## config.mk

```make
export PLATFORM = sky130hd
export DESIGN_NAME = fetch_queue
export DESIGN_NICKNAME = d
export VERILOG_FILES = /design/src/rtl/fetch_queue.sv
export SDC_FILE = /design/constraint.sdc
export NUM_CORES = 1
export LEC_CHECK = 0
export BUFFER_PORTS_ARGS = -buffer_cell sky130_fd_sc_hd__buf_2
export CAP_MARGIN = 20
export CORE_MARGIN = 5
export CORE_UTILIZATION = 57
export CTS_CLUSTER_DIAMETER = 50
export DETAILED_ROUTE_END_ITERATION = 10
export HOLD_SLACK_MARGIN = 0.08
export MAX_ROUTING_LAYER = met4
export PLACE_DENSITY_LB_ADDON = 0.05
export SYNTH_ARGS = -nofsm -noshare
export SYNTH_HDL_FRONTEND = slang
export SYNTH_SLANG_ARGS = --single-unit
```

## constraint.sdc

```tcl
create_clock -name clk -period 3.9 [get_ports clk]
set_clock_uncertainty 0.1 [all_clocks]
set_input_delay 0.78 -clock clk [delete_from_list [all_inputs] [get_ports clk]]
set_output_delay 0.78 -clock clk [all_outputs]
set_load 0.005 [all_outputs]
```

## src/rtl/fetch_queue.sv

```systemverilog
// Instruction fetch buffer: circular FIFO of {pc, instr} between fetch and decode.
// Optional zero-latency pass-through when empty: define FETCH_QUEUE_BYPASS_EN.
module fetch_queue #(
  parameter int DEPTH  = 4,
  parameter int ADDR_W = 2
) (
  input  logic              clk,
  input  logic              rst,
  input  logic              in_valid,
  input  logic [31:0]       in_pc,
  input  logic [31:0]       in_instr,
  output logic              in_ready,
  input  logic              flush,
  output logic              out_valid,
  output logic [31:0]       out_pc,
  output logic [31:0]       out_pc4,
  output logic [31:0]       out_instr,
  input  logic              dec_ready,
  output logic [ADDR_W:0]   level
);

  localparam logic [ADDR_W:0] FULL_CNT = (ADDR_W + 1)'(DEPTH);

  logic [31:0]       pc_q    [DEPTH];
  logic [31:0]       instr_q [DEPTH];
  logic [ADDR_W-1:0] wr_ptr;
  logic [ADDR_W-1:0] rd_ptr;
  logic [ADDR_W:0]   count;

  logic full;
  logic empty;
  logic stored_valid;
  logic push;
  logic pop;

  assign full  = (count == FULL_CNT);
  assign empty = (count == '0);

  // rst masks the outputs so they read as idle even before the first reset edge.
  assign stored_valid = !rst && !empty;
  assign in_ready     = rst || !full;
  assign level        = rst ? '0 : count;

`ifdef FETCH_QUEUE_BYPASS_EN
  logic bypass;
  assign bypass = empty && !flush && !rst;

  always_comb begin
    out_valid = stored_valid;
    out_pc    = '0;
    out_instr = '0;
    if (bypass) begin
      out_valid = in_valid;
      if (in_valid) begin
        out_pc    = in_pc;
        out_instr = in_instr;
      end
    end else if (stored_valid) begin
      out_pc    = pc_q[rd_ptr];
      out_instr = instr_q[rd_ptr];
    end
  end

  // A pass-through consumed by decode is never written into the queue.
  assign push = in_valid && in_ready && !flush && !(bypass && dec_ready);
`else
  always_comb begin
    out_valid = stored_valid;
    out_pc    = '0;
    out_instr = '0;
    if (stored_valid) begin
      out_pc    = pc_q[rd_ptr];
      out_instr = instr_q[rd_ptr];
    end
  end

  assign push = in_valid && in_ready && !flush;
`endif

  assign pop     = stored_valid && dec_ready && !flush;
  assign out_pc4 = out_pc + 32'd4;

  always_ff @(posedge clk) begin
    if (rst) begin
      wr_ptr <= '0;
      rd_ptr <= '0;
      count  <= '0;
    end else if (flush) begin
      wr_ptr <= '0;
      rd_ptr <= '0;
      count  <= '0;
    end else begin
      if (push) wr_ptr <= wr_ptr + 1'b1;
      if (pop)  rd_ptr <= rd_ptr + 1'b1;
      case ({push, pop})
        2'b10:   count <= count + 1'b1;
        2'b01:   count <= count - 1'b1;
        default: count <= count;
      endcase
    end
  end

  // Entry storage carries no reset; occupancy is tracked solely by count.
  always_ff @(posedge clk) begin
    if (push && !rst) begin
      pc_q[wr_ptr]    <= in_pc;
      instr_q[wr_ptr] <= in_instr;
    end
  end

endmodule
```

## Yosys cells after proc, flatten, opt, wreduce, memory -nomap -nowiden

Memory sizes are Yosys's and may differ from the RTL's. A register that Yosys moved wholly into a read port is not among the register bits.
Cells that the tools add are included.

| storage, ports and cells | value |
|---|---|
| register bits after elaboration | 7 |
| RAM bits | 256 |
| input bits | 69 |
| output and inout port bits | 101 |
| logic and storage cells | 37 |
| memories kept | 2 |

Memory list:

| name | depth | width | rd ports | clocked after memory_dff | write ports | RTL line | RTL |
|---|---|---|---|---|---|---|---|
| instr_q | 4 | 32 | 1 | 1 | 1 | 25 | `logic [31:0] instr_q [DEPTH];` |
| pc_q | 4 | 32 | 1 | 1 | 1 | 24 | `logic [31:0] pc_q [DEPTH];` |

| cells by class | value |
|---|---|
| add/subtract/negate cells | 5 |
| equality and inequality tests | 3 |
| multiplexer cells | 10 |
| reductions and logical operators | 14 |

Operators with widths:

| cell | count |
|---|---|
| 2-to-1 mux 32 bit | 2 |
| adder 32 x 3 -> 32 bit, second input constant | 1 |
| 2-to-1 mux 2 bit | 4 |
| logical AND 1 bit | 6 |
| case mux 3 bit (2 select lines) | 1 |
| adder 2 x 1 -> 2 bit, second input constant | 2 |
| logical NOT 1 bit | 4 |
| adder 3 x 1 -> 3 bit, second input constant | 1 |
| equality test 3 bit, second input constant | 1 |
| logical NOT 3 bit | 1 |
| 2-to-1 mux 3 bit | 1 |
| subtractor 3 x 1 -> 3 bit, second input constant | 1 |
| equality test 2 x 1 -> 1 bit, second input constant | 1 |
| equality test 2 bit, second input constant | 1 |
| 2-to-1 mux 1 bit | 2 |
| nonzero test 2 bit | 1 |
| OR reduction 2 bit | 1 |
| logical OR 1 bit | 1 |

## Logic depth before layout (Yosys ltp)

| depth | value |
|---|---|
| word-level depth | 8 |
| depth in mapped cells | 13 |
| depth with buffers taken out | 10 |

## Least setup slack after synthesis

No wires, ideal clock.

| path | value |
|---|---|
| path type | input -> output |
| start | input rst |
| end | output out_pc4[30] |
| data arrival time | 2943 ps |
| slack | 77 ps |
| stages on the path | 11 |
| path buffers | 3 |
| cell sequence | inv_1 -> clkbuf_1 -> clkbuf_1 -> and3_1 -> ha_1 -> nand3_1 -> or3_4 -> or2_1 -> buf_6 -> nor4_4 -> xor2_1 |

| on the way | value |
|---|---|
| cells in the longest elaborated chain, start to end | 4 |

RTL lines:

| item | RTL line | RTL |
|---|---|---|
| start: declaration | 8 | `input logic rst,` |
| logical NOT 1 bit | 40 | `assign stored_valid = !rst && !empty;` |
| logical AND 1 bit | 40 |  |
| 2-to-1 mux 32 bit | 71 | `if (stored_valid) begin` |
| named net out_pc[3] | 15 | `output logic [31:0] out_pc,` |
| adder 32 x 3 -> 32 bit | 81 | `assign out_pc4 = out_pc + 32'd4;` |
| end: declaration | 16 | `output logic [31:0] out_pc4,` |

The timed path passes the listed nets, and every way through them passes these cells.

==> results.md <==
- Critical Path RT: about 3.0 ns
- WL final: about 23 mm
- Clk pwr share: between 40% and 50%
- Int Pwr: 0.004803 W
- Ys Warns: 0
- CTS max path bufs: 3
- Overall power: approximately 0.006 W
- Pwr Density: 454.2 mW/mm^2
- Grt total ovfl: 0
- Vias: roughly 6000
- Comb power frac: 3.2%
- CTS tree: built
- Net Sw Frac: ~20%
- Worst-Skew Late Latency: between 0.5 and 0.6 ns
- Net Count, Synth: between 600 and 700
- Layout cells sized above 1: about two fifths
- Final setup viols: 0
- Footprint of the multi-input gates: about 0.0028 sq mm
- CTS buffer count: 29
- Fin crit share: around 100%
- IO Pins: 170
- Commonest register cell after synthesis: edfxtp_1
- Post-Syn Area per Cell: around 19 sq um
- CP Capture Type: primary output
- Hold Crit Class: input pin to register
- Final min period: 3.887 ns
- CP arrival: 3.01 ns
- GRT Total Usage: 22.01%
- Clk slew on worst S/H paths: roughly 0.070 ns
- H-tree Lvls: 1
- Crit-path max FO: 8
- Vias in the first global route: about 6400
- Fmax: approximately 0.26 GHz
- Routed WL per cell: 22.75 microns
- Leading area contributor after synthesis: edfxtp_1
- Area Growth Syn to Fin: 21.72%
- Worst VDD drop: 0.3815 mV
- Flop pwr share: a little over half
- Max-slew violation count: 0
- Initial core utilization: ~58%
- Synth cell types: 36
- Fill cells: between 1000 and 1500
- Drc violations: 0
- I/O Buffers: 169
- Register Area: 0.007875 sq mm
- Async set-reset flop share out of synthesis: 0%
- Vias per cell: roughly 5.9
- Final setup TNS: 0 ns
- Synth Cell Area: approximately 0.011 sq mm
- Maximum capacitance violations: 0
- Final nets: 846
- Rel. slew slack: around 69%
- Pre-Repair DR Iteration Count: 5
- Synth Register Bits: about 270
- Top-area cell type share of the netlist area: between 70% and 80%
- Largest cells by area after synthesis: edfxtp_1 (71%), mux4_2 (11%), and3_1 (3.2%), mux4_1 (3.2%), dfxtp_1 (1.7%)
- Core area: between 0.015 and 0.02 sq mm
- Placer Congestion: 0.9673
- HPWL Detailed: 15.24 mm
- Post-DRT Antenna Nets: 0
- 1st-iter DRT viols: between 300 and 400
- Die area: between 0.02 and 0.025 sq mm
- CP startpoint kind: register
- Clock Tree Root: clkbuf_16
- First-pass GRT wire length: 36.29 mm
- Sequential area share after synthesis: between 70 and 80%
- DIE HEIGHT: about 150 microns
- Post-Synthesis Cells: between 500 and 600
- Core Rows: 50
- Final Hold Fails: 0
- Leakage power: between 5 and 6 nW
- RSZ-0062 raised after global routing: yes
- Tightest Pin Transition: roughly 0.47 ns
- Hold Buf Count CTS: 0
- Number of synthesized flops with an enable pin: between 200 and 300
- Die width: roughly 150 microns
- Crit path kind: register to primary output
- Largest net degree at the start of global routing: 43
- P_sw: ~0.0012 W
- Initial antenna violation count: 1
- Status: finished clean
- Clock Sinks: ~270
[layout by cell type, fill, tap and decap left out, types with 4 or more instances in the layout]
| cell type | count |
|---|---|
| nand3_1 | 13 |
| and2_4 | 4 |
| nor2_1 | 17 |
| ha_1 | 5 |
| buf_2 | 169 |
| xor2_1 | 18 |
| clkinv_1 | 7 |
| mux4_2 | 55 |
| buf_4 | 21 |
| xnor2_1 | 15 |
| nand4_1 | 6 |
| buf_6 | 4 |
| clkbuf_1 | 4 |
| dfxtp_1 | 7 |
| mux4_1 | 9 |
| nor3_1 | 4 |
| clkinv_2 | 4 |
| and3_1 | 53 |
| nand2_1 | 20 |
| edfxtp_1 | 256 |
| buf_12 | 5 |
| inv_1 | 18 |
| nor2_2 | 5 |
| clkbuf_16 | 30 |
[cell families after synthesis]
logic type,after synthesis,synth area share [%]
compound gates,4,0.1846
xor+xnor,33,2.666
fa+ha+maj,7,0.8771
buf+inv,50,2.297
flops,265,72.57
mux,64,13.74
simple gates,145,7.663
[sequential cells by signal, indices dropped and copies added (netlist names), named ones only]
register	count
count	3
instr_q	128
pc_q	128
rd_ptr	2
wr_ptr	2
[final cells by class]
class                   count  share of cell area, %
repair buffers            202                  9.216
clock inverters            21                  1.526
inverters                  19                 0.5404
clock buffers              33                  5.613
well taps                 234                  2.219
multi-input cells         253                  21.19
flip-flops and latches    265                  59.68
diodes                      1                0.01896
[per-layer routing]
metal	GRT usage, %	routed length [microns]	vias to the layer above	share of wire (%)
met4	3.649	276	0	1.2
li1	-	-	2682	-
met3	4.108	1484	21	6.3
met5	-	0	-	0
met2	37.03	11860	223	51
met1	29.12	9765	3142	42
[cells in the mapped netlist (all sizes together) (5+ instances only)]
cell	number
nand4	6
nand2	20
inv	19
nor3	5
and3	55
dfxtp	9
edfxtp	256
xor2	18
clkbuf	17
nor2	22
xnor2	15
buf	14
nand3	16
ha	6
mux4	64
[per-stage QoR]
step / util [%] / area [sq um] / instances / hold slack [ns] / setup WS [ns]
after floorplan: - / 10840 / 568 / 0.3616 / 0.07708
after global placement: 64.40 / 12050 / 962 / 0.3802 / 0.2630
after detailed placement: 64.40 / 12050 / 962 / 0.4025 / 0.1680
after CTS: 69.83 / 13060 / 1021 / 0.3398 / -0.02161
after global routing: 70.55 / 13200 / 1028 / 0.3463 / -0.1009
final: 70.55 / 13200 / 1028 / 0.3588 / 0.01277
[worst max-delay path, cell delays in order, from the launching register on]
cell     delay [ns]
dfxtp_4        0.39
buf_16         0.16
mux4_2         0.38
and3_4         0.19
nand4_1        0.23
or4_4          0.60
nor4_4         0.21
xor2_1         0.17
buf_2          0.13
[timing repair]
| item | 4_1_cts | 5_1_grt |
|---|---|---|
| cloned | 0 | 1 |
| resized for setup | 14 | 20 |
| pin swaps | 5 | 8 |
| setup buffers | 5 | 5 |
| endpoints found under the setup margin | 16 | 18 |
[path summary, 6_finish.rpt]
kind / startpoint / end / slack, ns / cells after the start
min reg2reg: wr_ptr[1]$_SDFFE_PP0P_ / wr_ptr[1]$_SDFFE_PP0P_ / 0.41 / 2
max: register / out_pc4[30] / 0.01 / 8
min: in_instr[14] / instr_q[0][14]$_DFFE_PP_ / 0.36 / 1
max reg2reg: count[0]$_SDFFE_PP0P_ / count[2]$_SDFFE_PP0P_ / 1.02 / 10
[power groups by stage]
stage / combinational [W] / clock [W] / sequential (W)
final: 0.000191 / 0.00264 / 0.00316
after global routing: 0.000209 / 0.00284 / 0.00316
after CTS: 0.000189 / 0.00268 / 0.00316
after detailed placement: 0.000186 / 0 / 0.00322
after global placement: 0.000178 / 0 / 0.00322
after floorplan: 0.0000772 / 0 / 0.00322
Power figures use the tool's default switching activity.
